## src/rtl/pkg_mikro.sv

```systemverilog
// Shared types and constants for the paged-memory block-copy engine.
package pkg_mikro;

  typedef enum logic [1:0] {
    IDLE,
    RD,
    WR,
    DONE
  } dma_stan_t;

  // The top address of every page holds the page-select register.
  localparam logic [7:0] ADR_STRONA = 8'd255;

endpackage

```

## src/rtl/dma_sprawdz_zakres.sv

```systemverilog
// Checks that a block of len bytes starting at base stays below the page register.
module dma_sprawdz_zakres #(
  parameter int unsigned AW = 8,
  parameter int unsigned LW = 8
) (
  input  logic [AW-1:0] base_i,
  input  logic [LW-1:0] len_i,
  output logic          ok_o
);

  localparam int unsigned SW = AW + 1;
  localparam logic [SW-1:0] OSTATNI = SW'((2 ** AW) - 2);

  logic [SW-1:0] koniec;

  // One extra bit so a block running past the page wraps into a large value, not a small one.
  always_comb begin
    koniec = SW'(base_i) + SW'(len_i) - SW'(1);
    ok_o   = (koniec <= OSTATNI);
  end

endmodule

```

## src/rtl/kopiarka_pamieci_dma.sv

```systemverilog
// Block-copy engine in front of the paged data memory; passes CPU accesses through when idle.
module kopiarka_pamieci_dma
  import pkg_mikro::*;
#(
  parameter int unsigned ADDR_WIDTH_MEM = $bits(ADR_STRONA),
  parameter int unsigned DATA_WIDTH_MEM = 8,
  parameter int unsigned LEN_WIDTH      = 8
) (
  input  logic                      clk,
  input  logic                      rst_n,
  input  logic                      cpu_wr_mem,
  input  logic [ADDR_WIDTH_MEM-1:0] cpu_adres,
  input  logic [DATA_WIDTH_MEM-1:0] cpu_dane,
  output logic [DATA_WIDTH_MEM-1:0] cpu_out,
  output logic                      cpu_stall,
  input  logic                      start,
  input  logic [ADDR_WIDTH_MEM-1:0] src_adres,
  input  logic [ADDR_WIDTH_MEM-1:0] dst_adres,
  input  logic [LEN_WIDTH-1:0]      dlugosc,
  output logic                      busy,
  output logic                      done,
  output logic                      err,
  output logic                      mem_wr,
  output logic [ADDR_WIDTH_MEM-1:0] mem_adres,
  output logic [DATA_WIDTH_MEM-1:0] mem_dane,
  input  logic [DATA_WIDTH_MEM-1:0] mem_out
);

  localparam int unsigned AW = ADDR_WIDTH_MEM;
  localparam int unsigned DW = DATA_WIDTH_MEM;
  localparam int unsigned LW = LEN_WIDTH;

  dma_stan_t     stan_q, stan_d;
  logic [AW-1:0] src_q, src_d, dst_q, dst_d;
  logic [LW-1:0] len_q, len_d, idx_q, idx_d, idx_nast;
  logic [DW-1:0] buf_q, buf_d;
  logic          busy_q, busy_d, done_q, done_d, err_q, err_d, stall_q, stall_d;
  logic          src_ok, dst_ok;

  dma_sprawdz_zakres #(.AW(AW), .LW(LW)) u_zakres_src (
    .base_i (src_adres),
    .len_i  (dlugosc),
    .ok_o   (src_ok)
  );

  dma_sprawdz_zakres #(.AW(AW), .LW(LW)) u_zakres_dst (
    .base_i (dst_adres),
    .len_i  (dlugosc),
    .ok_o   (dst_ok)
  );

  assign idx_nast = idx_q + LW'(1);

  always_ff @(posedge clk or negedge rst_n) begin
    if (!rst_n) begin
      stan_q  <= IDLE;
      src_q   <= '0;
      dst_q   <= '0;
      len_q   <= '0;
      idx_q   <= '0;
      buf_q   <= '0;
      busy_q  <= 1'b0;
      done_q  <= 1'b0;
      err_q   <= 1'b0;
      stall_q <= 1'b0;
    end else begin
      stan_q  <= stan_d;
      src_q   <= src_d;
      dst_q   <= dst_d;
      len_q   <= len_d;
      idx_q   <= idx_d;
      buf_q   <= buf_d;
      busy_q  <= busy_d;
      done_q  <= done_d;
      err_q   <= err_d;
      stall_q <= stall_d;
    end
  end

  // Memory port is combinational so IDLE pass-through stays zero-latency for the CPU.
  always_comb begin
    stan_d    = stan_q;
    src_d     = src_q;
    dst_d     = dst_q;
    len_d     = len_q;
    idx_d     = idx_q;
    buf_d     = buf_q;
    done_d    = 1'b0;
    err_d     = 1'b0;
    mem_wr    = 1'b0;
    mem_adres = cpu_adres;
    mem_dane  = cpu_dane;
    cpu_out   = '0;

    case (stan_q)
      IDLE: begin
        mem_wr  = cpu_wr_mem;
        cpu_out = mem_out;
        if (start) begin
          if (dlugosc == '0) begin
            done_d = 1'b1;
          end else if (src_ok && dst_ok) begin
            src_d  = src_adres;
            dst_d  = dst_adres;
            len_d  = dlugosc;
            idx_d  = '0;
            stan_d = RD;
          end else begin
            err_d = 1'b1;
          end
        end
      end
      RD: begin
        mem_adres = src_q + AW'(idx_q);
        mem_dane  = buf_q;
        buf_d     = mem_out;
        stan_d    = WR;
      end
      WR: begin
        mem_adres = dst_q + AW'(idx_q);
        mem_dane  = buf_q;
        mem_wr    = 1'b1;
        idx_d     = idx_nast;
        if (idx_nast == len_q) begin
          stan_d = DONE;
          done_d = 1'b1;
        end else begin
          stan_d = RD;
        end
      end
      DONE: begin
        stan_d = IDLE;
      end
      default: begin
        stan_d = IDLE;
      end
    endcase

    busy_d  = (stan_d == RD) || (stan_d == WR);
    stall_d = (stan_d != IDLE);
  end

  assign busy      = busy_q;
  assign done      = done_q;
  assign err       = err_q;
  assign cpu_stall = stall_q;

endmodule

```

## config.mk

```make
export PLATFORM = sky130hd
export DESIGN_NAME = kopiarka_pamieci_dma
export DESIGN_NICKNAME = d
export VERILOG_FILES = /design/src/rtl/pkg_mikro.sv /design/src/rtl/dma_sprawdz_zakres.sv /design/src/rtl/kopiarka_pamieci_dma.sv
export SDC_FILE = /design/constraint.sdc
export NUM_CORES = 1
export LEC_CHECK = 0
export CORE_ASPECT_RATIO = 1.2
export CORE_MARGIN = 3
export CORE_UTILIZATION = 30
export DETAILED_ROUTE_END_ITERATION = 10
export PLACE_DENSITY_LB_ADDON = 0.2
export SLEW_MARGIN = 20
export SYNTH_ARGS = -nofsm -noshare
export SYNTH_HDL_FRONTEND = slang
export SYNTH_HIERARCHICAL = 1
export SYNTH_SLANG_ARGS = --single-unit
```

## constraint.sdc

```tcl
create_clock -name clk -period 3.7 [get_ports clk]
set_input_delay 0.555 -clock clk [delete_from_list [all_inputs] [get_ports clk]]
set_output_delay 0.555 -clock clk [all_outputs]
set_load 0.05 [all_outputs]
```

---- Word-level counts from Yosys, hierarchy flattened ----
Cells that the tools add are included.
cells by class
  add/sub/neg operators ................... 7
  order comparisons ....................... 2
  equal/unequal tests ..................... 9
  multiplexer cells ....................... 21
  bitwise logic cells ..................... 1
  reductions and logical operators ........ 9
operators by type and width
  kind                 count
  $mux 8               5
  $pmux 8 s2           2
  $add 8x8->9          2
  $le 9x8->1 const B   2
  $sub 9x1->9 const B  2
  $add 8x8->8          2
  $add 8x1->8 const B  1
  $eq 8x8->1           1
  $logic_not 8->1      1
  $mux 2               4
  $pmux 2 s4           1
  $reduce_and 4->1     2
  $mux 1               7
  $eq 2x2->1 const B   3
  $ne 2x2->1 const B   3
  $eq 2x1->1 const B   2
  $pmux 1 s2           2
  $reduce_bool 2->1    2
  $logic_not 2->1      1
  $reduce_or 2->1      1
  $logic_and 1x1->1    1
  $logic_or 1x1->1     1
  $not 1->1            1
storage, ports and cells
  register bits ........................... 46
  output and inout bits ................... 29
  word-level logic and storage cells ...... 59

---- Logic depth before layout (Yosys ltp) ----
Gate-level depths: netlist of the first run.
  word-level depth ........................ 10
  gate-level depth with buffers ........... 18
  depth with buffers taken out ............ 18

---- Modules after synthesis ----
Netlist of the first run, hierarchy kept.
by module, submodules not included
  module                              instances  cells an instance  area each (um2)  sequential area each (um2)
  kopiarka_pamieci_dma                1          249                2783.9           1151.1
  dma_sprawdz_zakres at u_zakres_dst  1          75                 508.0            0.0
  dma_sprawdz_zakres at u_zakres_src  1          69                 474.2            0.0

---- Worst setup path after synthesis of the first run ----
OpenSTA, ideal clock, no wires.
  path kind ............................... register to output
  start ................................... register stan_q[0]
  end ..................................... output mem_adres[7]
  data arrival time ....................... 3.838 ns
  setup slack ............................. -0.693 ns
  cell stages (with the launch flop) ...... 10
  cell sequence ........................... dfrtp_1 > inv_1 > ha_1 > clkbuf_1 > mux2_2 > ha_1 > a21o_1 > a21o_1 > a21oi_1 > o311ai_0
between the ends
  word-level cells in the longest chain between the ends .. 2
RTL lines
  what                                             RTL line                    RTL
  start, declared                                  kopiarka_pamieci_dma.sv:33  dma_stan_t stan_q, stan_d;
  start signal, assigned                           kopiarka_pamieci_dma.sv:67  stan_q <= stan_d;
  $eq 2x2->1 / $eq 2x1->1 (equally long branches)  kopiarka_pamieci_dma.sv:95  case (stan_q)
  $pmux 8 s2 (*)                                   kopiarka_pamieci_dma.sv:95
  end, declared                                    kopiarka_pamieci_dma.sv:24  output logic [ADDR_WIDTH_MEM-1:0] mem_adres,
Every way passes the cells marked *; elsewhere a longest branch is shown, timed or not.

---- Worst setup path in the final report of the first run ----
  start ................................... input dst_adres[4]
  end ..................................... register src_q[2]
between the ends
  word-level cells in the longest chain between the ends .. 5
RTL lines
  what                               RTL line                     RTL
  start, declared                    kopiarka_pamieci_dma.sv:18   input logic [ADDR_WIDTH_MEM-1:0] dst_adres,
  $add 8x8->9                        dma_sprawdz_zakres.sv:18     koniec = SW'(base_i) + SW'(len_i) - SW'(1);
  $sub 9x1->9                        dma_sprawdz_zakres.sv:18
  $le 9x8->1                         dma_sprawdz_zakres.sv:19     ok_o = (koniec <= OSTATNI);
  via dst_ok                         kopiarka_pamieci_dma.sv:38   logic src_ok, dst_ok;
  $logic_and 1x1->1                  kopiarka_pamieci_dma.sv:102  end else if (src_ok && dst_ok) begin
  $reduce_and 4->1 (no source line)  -
  end signal, assigned               kopiarka_pamieci_dma.sv:68   src_q <= src_d;
  end, declared                      kopiarka_pamieci_dma.sv:34   logic [AW-1:0] src_q, src_d, dst_q, dst_d;
The timed path passes the listed nets, and every way through them passes these cells.
A chain may end at the register's enable or synchronous reset.

==> impl_results.md, run 1 <==
- Drt wl/cell: 14.51 um
- Critical path's slowest cell: clkdlybuf4s50_1
- Slew @ Worst Pin: approximately 0.59 ns
- Remaining DRCs: 0
- Critical path cell sequence: clkdlybuf4s50_1 -> inv_1 -> ha_1 -> inv_1 -> ha_4 -> o21ai_0 -> o21ai_1 -> o211a_1 -> buf_4 -> nor4_2 -> a211oi_2 -> nand3_2 -> a211oi_4 -> buf_6 -> buf_12 -> clkbuf_16 -> mux2_2
- Hold Crit Class: input port to asynchronous set/reset pin
- R2R Setup Slk: approximately 1.1 ns
- Area share of the leading cell type in the synthesized netlist: between 30% and 40%
- Clock Pin Slew Worst Setup and Hold Paths: about 0.07 ns
- Leak: between 2 and 3 nW
- DR vias/cell: 4.751
- Area grow syn2layout: 48.94%
- Area of the mapped netlist: between 0.003 and 0.004 mm^2
- First-pass GRT wire length: roughly 16000 um
- Pin count of the biggest net entering global routing: 47
- Worst Setup End Kind: flip-flop
- Initial antenna violation count: 0
- Routability Congestion: 0.8106
- Finish-stage setup viols: 0
- Top_reg_cell synth: dfrtp_1
- Die Width: about 110 um
- Most frequent cells after synthesis: inv_1, mux2_2, dfrtp_1
- Largest area contributor in the netlist: dfrtp_1
- Syn_area_per_cell: 9.583 um^2
- Drt total wl: 9924 um
- Slew headroom: about three fifths
- Cell with the most instances after synthesis: inv_1
- Outcome: finished, final reports clean
- Die height: around 130 um
- Async SR Flop Fraction: between 90% and 100%
- Skew final: between 0.003 and 0.004 ns
- Max Fclk: roughly 0.28 GHz
- Total gr overflow: 0
- Worst-case hold slack: 0.2724 ns
- Mapped Nets: 490
- Tot Pwr: 0.004267 W
- Hold Vio Cnt, Final: 0
- Worst Setup Start Kind: input port
- Vias in the first global route: roughly 3200
- FF+latch count, synth: 46
- Final net count: ~620
- H-tree level count: 2
- Seq/Total Area, Yosys: between 30% and 40%
- Post-DRT Antenna Nets: 0
- Maximum vdd ir drop: between 0.3 and 0.4 mV
- Diodes inserted: 0
- Cell mode on critical path: inv_1
- Worst Setup Slack, final: roughly 0.073 ns
- Min cycle time layout: approximately 3.6 ns
- Number of max-cap violations: 0
- Starting Density: a little under a third
- CP required: approximately 3.9 ns
- Die area: around 0.014 mm^2
- Critical Path Max Stage Delay: approximately 0.48 ns
- Post-Syn Instances: 393
- Top cells by area, synth: dfrtp_1, mux2_2, ha_1
- Pre-CTS WS: -0.6364 ns
- Crit-path max FO: 6
- Worst Path Arrival: roughly 3.8 ns
- Rows: 44
- Pwr Density: around 760 mW/mm^2
- TritonCTS clock tree: yes
- Drt pass-1 iters: 4
- Vias post-DR: 3250
- Initial drt markers: 114
- Post-synth EDFFs: 0
- Final period util: a little over nine tenths
- Cts bufs inserted: 5
- Crit path kind: input port to flip-flop
- Core ar.: about 0.012 mm^2
- Clock sink count: 46
- Slew Limit Fails: 0
- Final Non-Filler Cells: just under 700
- Tot GR Track Use: about 14%
- Max clock buf depth: 2
- Root Driver: clkbuf_16
- Synth warn: 6
- Final HPWL DP: roughly 7800 um
- IO buf count: 80
- Post-synth cell types: 57
- IO Count: 81
- Worst skew pair latency: 0.29 ns
- Placed insts: about 670
- Final Util: 46.10%
- Proportion of layout cells with a drive suffix above 1: between 30% and 40%
## timing repair
item	in CTS	in global routing
endpoints found under the setup margin	38	37
hold buffers	0	0
cloned	2	1
hold endpoints to repair	0	0
buffers inserted	4	4
resized for setup	19	31
pin swaps	8	13
## flip-flops by register name (all words and copies together), names as in the netlist
register	count
stan_q	2
buf_q	8
cpu_stall	1
done	1
dst_q	8
busy	1
src_q	8
len_q	8
err	1
idx_q	8
## kinds of logic (layout without fill, tap and decap cells)
kind of cell               Yosys count  count (layout)  share of synthesized area (%)
AOI/OAI and AO/OA                   69              69                          13.19
xor gates and xnor gates            19              19                          4.917
adders and majority gates           45              45                          15.55
buffers and inverters               87             217                          9.236
DFF                                 46              46                          30.56
muxes                               56              56                          16.58
and+or+nand+nor                     71              71                          9.967
## final timing paths
check,start,to,cells past startpoint
min,rst_n,buf_q[3],1
max,dst_adres[4],src_q[2],17
max in group asynchronous,rst_n,idx_q[1],1
min in group clk,buf_q[7],buf_q[7],1
min reg2reg,buf_q[7],buf_q[7],1
max reg2reg,idx_q[1],busy,7
## layout make-up
| cell class | instances | area (um^2) |
|---|---|---|
| clock buffers | 7 | 152.6 |
| clock inverters | 1 | 8.758 |
| multi-input cells | 260 | 2427 |
| well taps | 161 | 201.4 |
| fillers | 1222 | 6558 |
| repair buffers | 133 | 1383 |
| flip-flops and latches | 46 | 1151 |
| inverters | 76 | 285.3 |
## per-layer routing
metal,GRT usage [%],vias to the layer above,part of all wire [%]
met3,1.355,8,2.6
met2,25.44,57,52
li1,-,1611,-
met4,3.418,0,1.2
met1,17.91,1574,44
met5,0,-,0
## through the flow
stage	instance area [um^2]	TNS (ns)
finish	5609	0
global route	5609	-0.02063
CTS	5455	0
detailed placement	5114	-21.11
global placement	5114	-17.67
floorplan	3774	-1.084
## layout by cell type (no fill, tap or decap), types with 5 or more instances in the layout
cell | Yosys | final
clkbuf_16 | 0 | 6
buf_12 | 0 | 8
ha_1 | 42 | 35
xnor2_1 | 11 | 11
dlymetal6s2s_1 | 0 | 9
nor2_1 | 13 | 13
a21oi_1 | 16 | 13
inv_1 | 76 | 72
xor2_1 | 7 | 7
mux2i_1 | 5 | 5
a21o_1 | 6 | 6
clkdlybuf4s50_1 | 0 | 61
and2_1 | 9 | 8
o21ai_0 | 9 | 7
dfrtp_1 | 46 | 46
mux2_2 | 51 | 51
nand3_1 | 7 | 6
buf_4 | 1 | 48
nand2_1 | 13 | 13
nor3_1 | 7 | 7
## worst max-delay path: cells and delay by family
| kind | cells | cell delay (ns) |
|---|---|---|
| fa+ha+maj | 2 | 0.55 |
| compound gates | 5 | 1.05 |
| buf+inv | 7 | 1.10 |
| mux | 1 | 0.33 |
| simple gates | 2 | 0.21 |
## power breakdown
group | switching (W) | internal (W)
Combinational | 0.00154 | 0.00138
Clock | 0.000194 | 0.000289
Sequential | 0.000148 | 0.000721
(Power assumes the default switching activity.)
==> inputs of run 2 (changes only) <==
--- a/config.mk
+++ b/config.mk
@@ -7,7 +7,7 @@
 export LEC_CHECK = 0
 export CORE_ASPECT_RATIO = 1.2
 export CORE_MARGIN = 3
-export CORE_UTILIZATION = 30
+export CORE_UTILIZATION = 45
 export DETAILED_ROUTE_END_ITERATION = 10
 export PLACE_DENSITY_LB_ADDON = 0.2
 export SLEW_MARGIN = 20
==> constraint.sdc (replaced) <==
create_clock -name clk -period 3.7 [get_ports clk]
set_input_delay 0.74 -clock clk [delete_from_list [all_inputs] [get_ports clk]]
set_output_delay 0.74 -clock clk [all_outputs]
set_load 0.1 [all_outputs]
==> impl_results.md, run 2 (same netlist as run 1, synthesis figures left out) <==
- Outcome: finished, final reports clean (unchanged)
- Remaining DRCs: 0 (unchanged)
- CP required: 2.96 ns (was 3.87 ns)
- DR vias/cell: 5.116 (was 4.751)
- Clock sink count: 46 (unchanged)
- Max clock buf depth: 2 (unchanged)
- Root Driver: clkbuf_8 (was clkbuf_16)
- Die area: 0.009507 mm^2 (was 0.01394 mm^2)
- Final Cell Area: 0.005515 mm^2 (was 0.005609 mm^2)
- Hold Crit Class: input port to asynchronous set/reset pin (unchanged)
- RSZ-0062 raised after global routing: true
- Routability Congestion: 0.8455 (was 0.8106)
- IO Count: 81 (unchanged)
- Fillcell total: 616 (was 1222)
- Worst Setup Slack, final: 0.07438 ns (was 0.07297 ns)
- Total gr overflow: 0 (unchanged)
- Final net count: 615 (was 619)
- H-tree level count: 2 (unchanged)
- Commonest cells after routing, fill and taps aside: inv_1, buf_4, mux2_2, dfrtp_1, clkdlybuf4s50_1 (was inv_1, clkdlybuf4s50_1, mux2_2, buf_4, dfrtp_1)
- Diodes inserted: 0 (unchanged)
- Worst Setup End Kind: output pin (was flip-flop)
- Proportion of layout cells with a drive suffix above 1: 37.38% (was 30.21%)
- TritonCTS clock tree: yes (unchanged)
- IO buf count: 80 (unchanged)
- Area post-placement: 0.005025 mm^2 (was 0.005114 mm^2)
- Min cycle time layout: 3.626 ns (was 3.627 ns)
- Multi-input logic area: 0.002590 mm^2 (was 0.002427 mm^2)
- Clock Pin Slew Worst Setup and Hold Paths: 0.09 ns (was 0.07 ns)
- End of the critical path: mem_adres[7] (was src_q[2])
- RR Endpoint: busy (unchanged)
- Final Non-Filler Cells: 630 (was 684)
- Drt total wl: 9676 um (was 9924 um)
- Skew final: 0.005908 ns (was 0.003861 ns)
- Initial drt markers: 129 (was 114)
- Initial antenna violation count: 0 (unchanged)
- Die Width: 89.51 um (was 108.3 um)
- Pin count of the biggest net entering global routing: 47 (unchanged)
- Tot GR Track Use: 20.15% (was 14.05%)
- Drt pass-1 iters: 4 (unchanged)
- Pre-CTS WS: -0.7535 ns (was -0.6364 ns)
- Final HPWL DP: 7028 um (was 7755 um)
- Vias in the first global route: 3307 (was 3241)
- Rows: 35 (was 44)
- Slew @ Worst Pin: 0.9932 ns (was 0.5890 ns)
- Area grow syn2layout: 46.45% (was 48.94%)
- Total negative slack: 0 ns (unchanged)
- R2R Setup Slk: 1.00 ns (was 1.07 ns)
- Crit-path max FO: 8 (was 6)
- Starting Density: 47.51% (was 30.95%)
- Maximum vdd ir drop: 0.3703 mV (was 0.3833 mV)
- Hold Vio Cnt, Final: 0 (unchanged)
- Number of max-cap violations: 0 (unchanged)
- Worst Setup Start Kind: flip-flop (was input port)
- Cts bufs inserted: 5 (unchanged)
- Core ar.: 0.007926 mm^2 (was 0.01217 mm^2)
- Worst Path Arrival: 2.89 ns (was 3.80 ns)
- RR Startpoint: idx_q[0] (was idx_q[1])
- Placed insts: 609 (was 665)
- Crit path kind: flip-flop to output pin (was input port to flip-flop)
- Slew Limit Fails: 0 (unchanged)
- Slew headroom: 33.58% (was 60.73%)
- Pwr Density: 895.4 mW/mm^2 (was 760.8 mW/mm^2)
- Max Fclk: 0.2758 GHz (was 0.2757 GHz)
- Vias post-DR: 3223 (was 3250)
- R2R depth: 7 (unchanged)
- Finish-stage setup viols: 0 (unchanged)
- Leak: 2.599 nW (was 2.634 nW)
- Post-DRT Antenna Nets: 0 (unchanged)
- Worst skew pair latency: 0.31 ns (was 0.29 ns)
- Final Util: 69.58% (was 46.10%)
- Storage cell area: 0.001151 mm^2 (unchanged)
- Drt wl/cell: 15.36 um (was 14.51 um)
- Worst Setup SP: stan_q[0] (was dst_adres[4])
- Final period util: 97.99% (was 98.03%)
- First-pass GRT wire length: 15020 um (was 15650 um)
- Most common cell after layout, fill and taps aside: inv_1 (unchanged)
- Die height: 106.2 um (was 128.7 um)
run 2: per-layer routing:
metal  vias up  GRT usage (%)  routed length, um
met1      1541          23.39               3866
li1       1603              -                  -
met2        66          37.62               5316
met5         -              0                  0
met4         0          6.277                165
met3        13          2.016                328
run 2: where the power goes:
part	internal, W	total, W	switching, W
Clock	0.000150	0.000325	0.000175
Combinational	0.00141	0.00374	0.00233
Sequential	0.000720	0.000876	0.000157
Total	0.00228	0.00494	0.00266
run 2: worst min path at each step:
stage | start | endpoint | slack, ns | cells past startpoint
3_3_place_gp | dst_q[6] | dst_q[6] | 0.49 | 1
3_5_place_dp | dst_q[1] | dst_q[1] | 0.49 | 1
6_report | rst_n | dst_q[2] | 0.42 | 1
2_1_floorplan | rst_n | buf_q[0] | 0.44 | 0
5_1_grt | rst_n | dst_q[2] | 0.45 | 1
4_1_cts | dst_q[1] | dst_q[1] | 0.51 | 1
run 2: critical path, stage by stage, from the launching register on:
cell	delay, ns
dfrtp_1	0.39
inv_2	0.08
ha_4	0.17
buf_4	0.19
mux2_2	0.38
ha_1	0.33
a2111o_1	0.39
a21oi_2	0.17
o211ai_1	0.12
o311ai_2	0.13
buf_12	0.22
run 2: what timing repair did:
| action | CTS | global route |
|---|---|---|
| setup endpoints to repair | 38 | 37 |
| pin swaps | 15 | 26 |
| gates cloned | 2 | 0 |
| hold buffers | 0 | 0 |
| resized for setup | 33 | 44 |
| buffers inserted | 10 | 2 |
run 2: cell type report:
| type | instances | share of cell area [%] |
|---|---|---|
| Sequential cell | 46 | 20.87 |
| Timing Repair Buffer | 129 | 22.75 |
| Clock buffer | 6 | 1.497 |
| Tap cell | 111 | 2.518 |
| Inverter | 76 | 5.172 |
| Clock inverter | 2 | 0.2269 |
| Multi-Input combinational cell | 260 | 46.96 |
run 2: per-stage QoR:
step	hold WS, ns	total power, W
2_1_floorplan	0.4444	0.003480
3_3_place_gp	0.4874	0.004347
3_5_place_dp	0.4922	0.004405
5_1_grt	0.4528	0.005188
6_report	0.4215	0.004938
4_1_cts	0.5130	0.004849
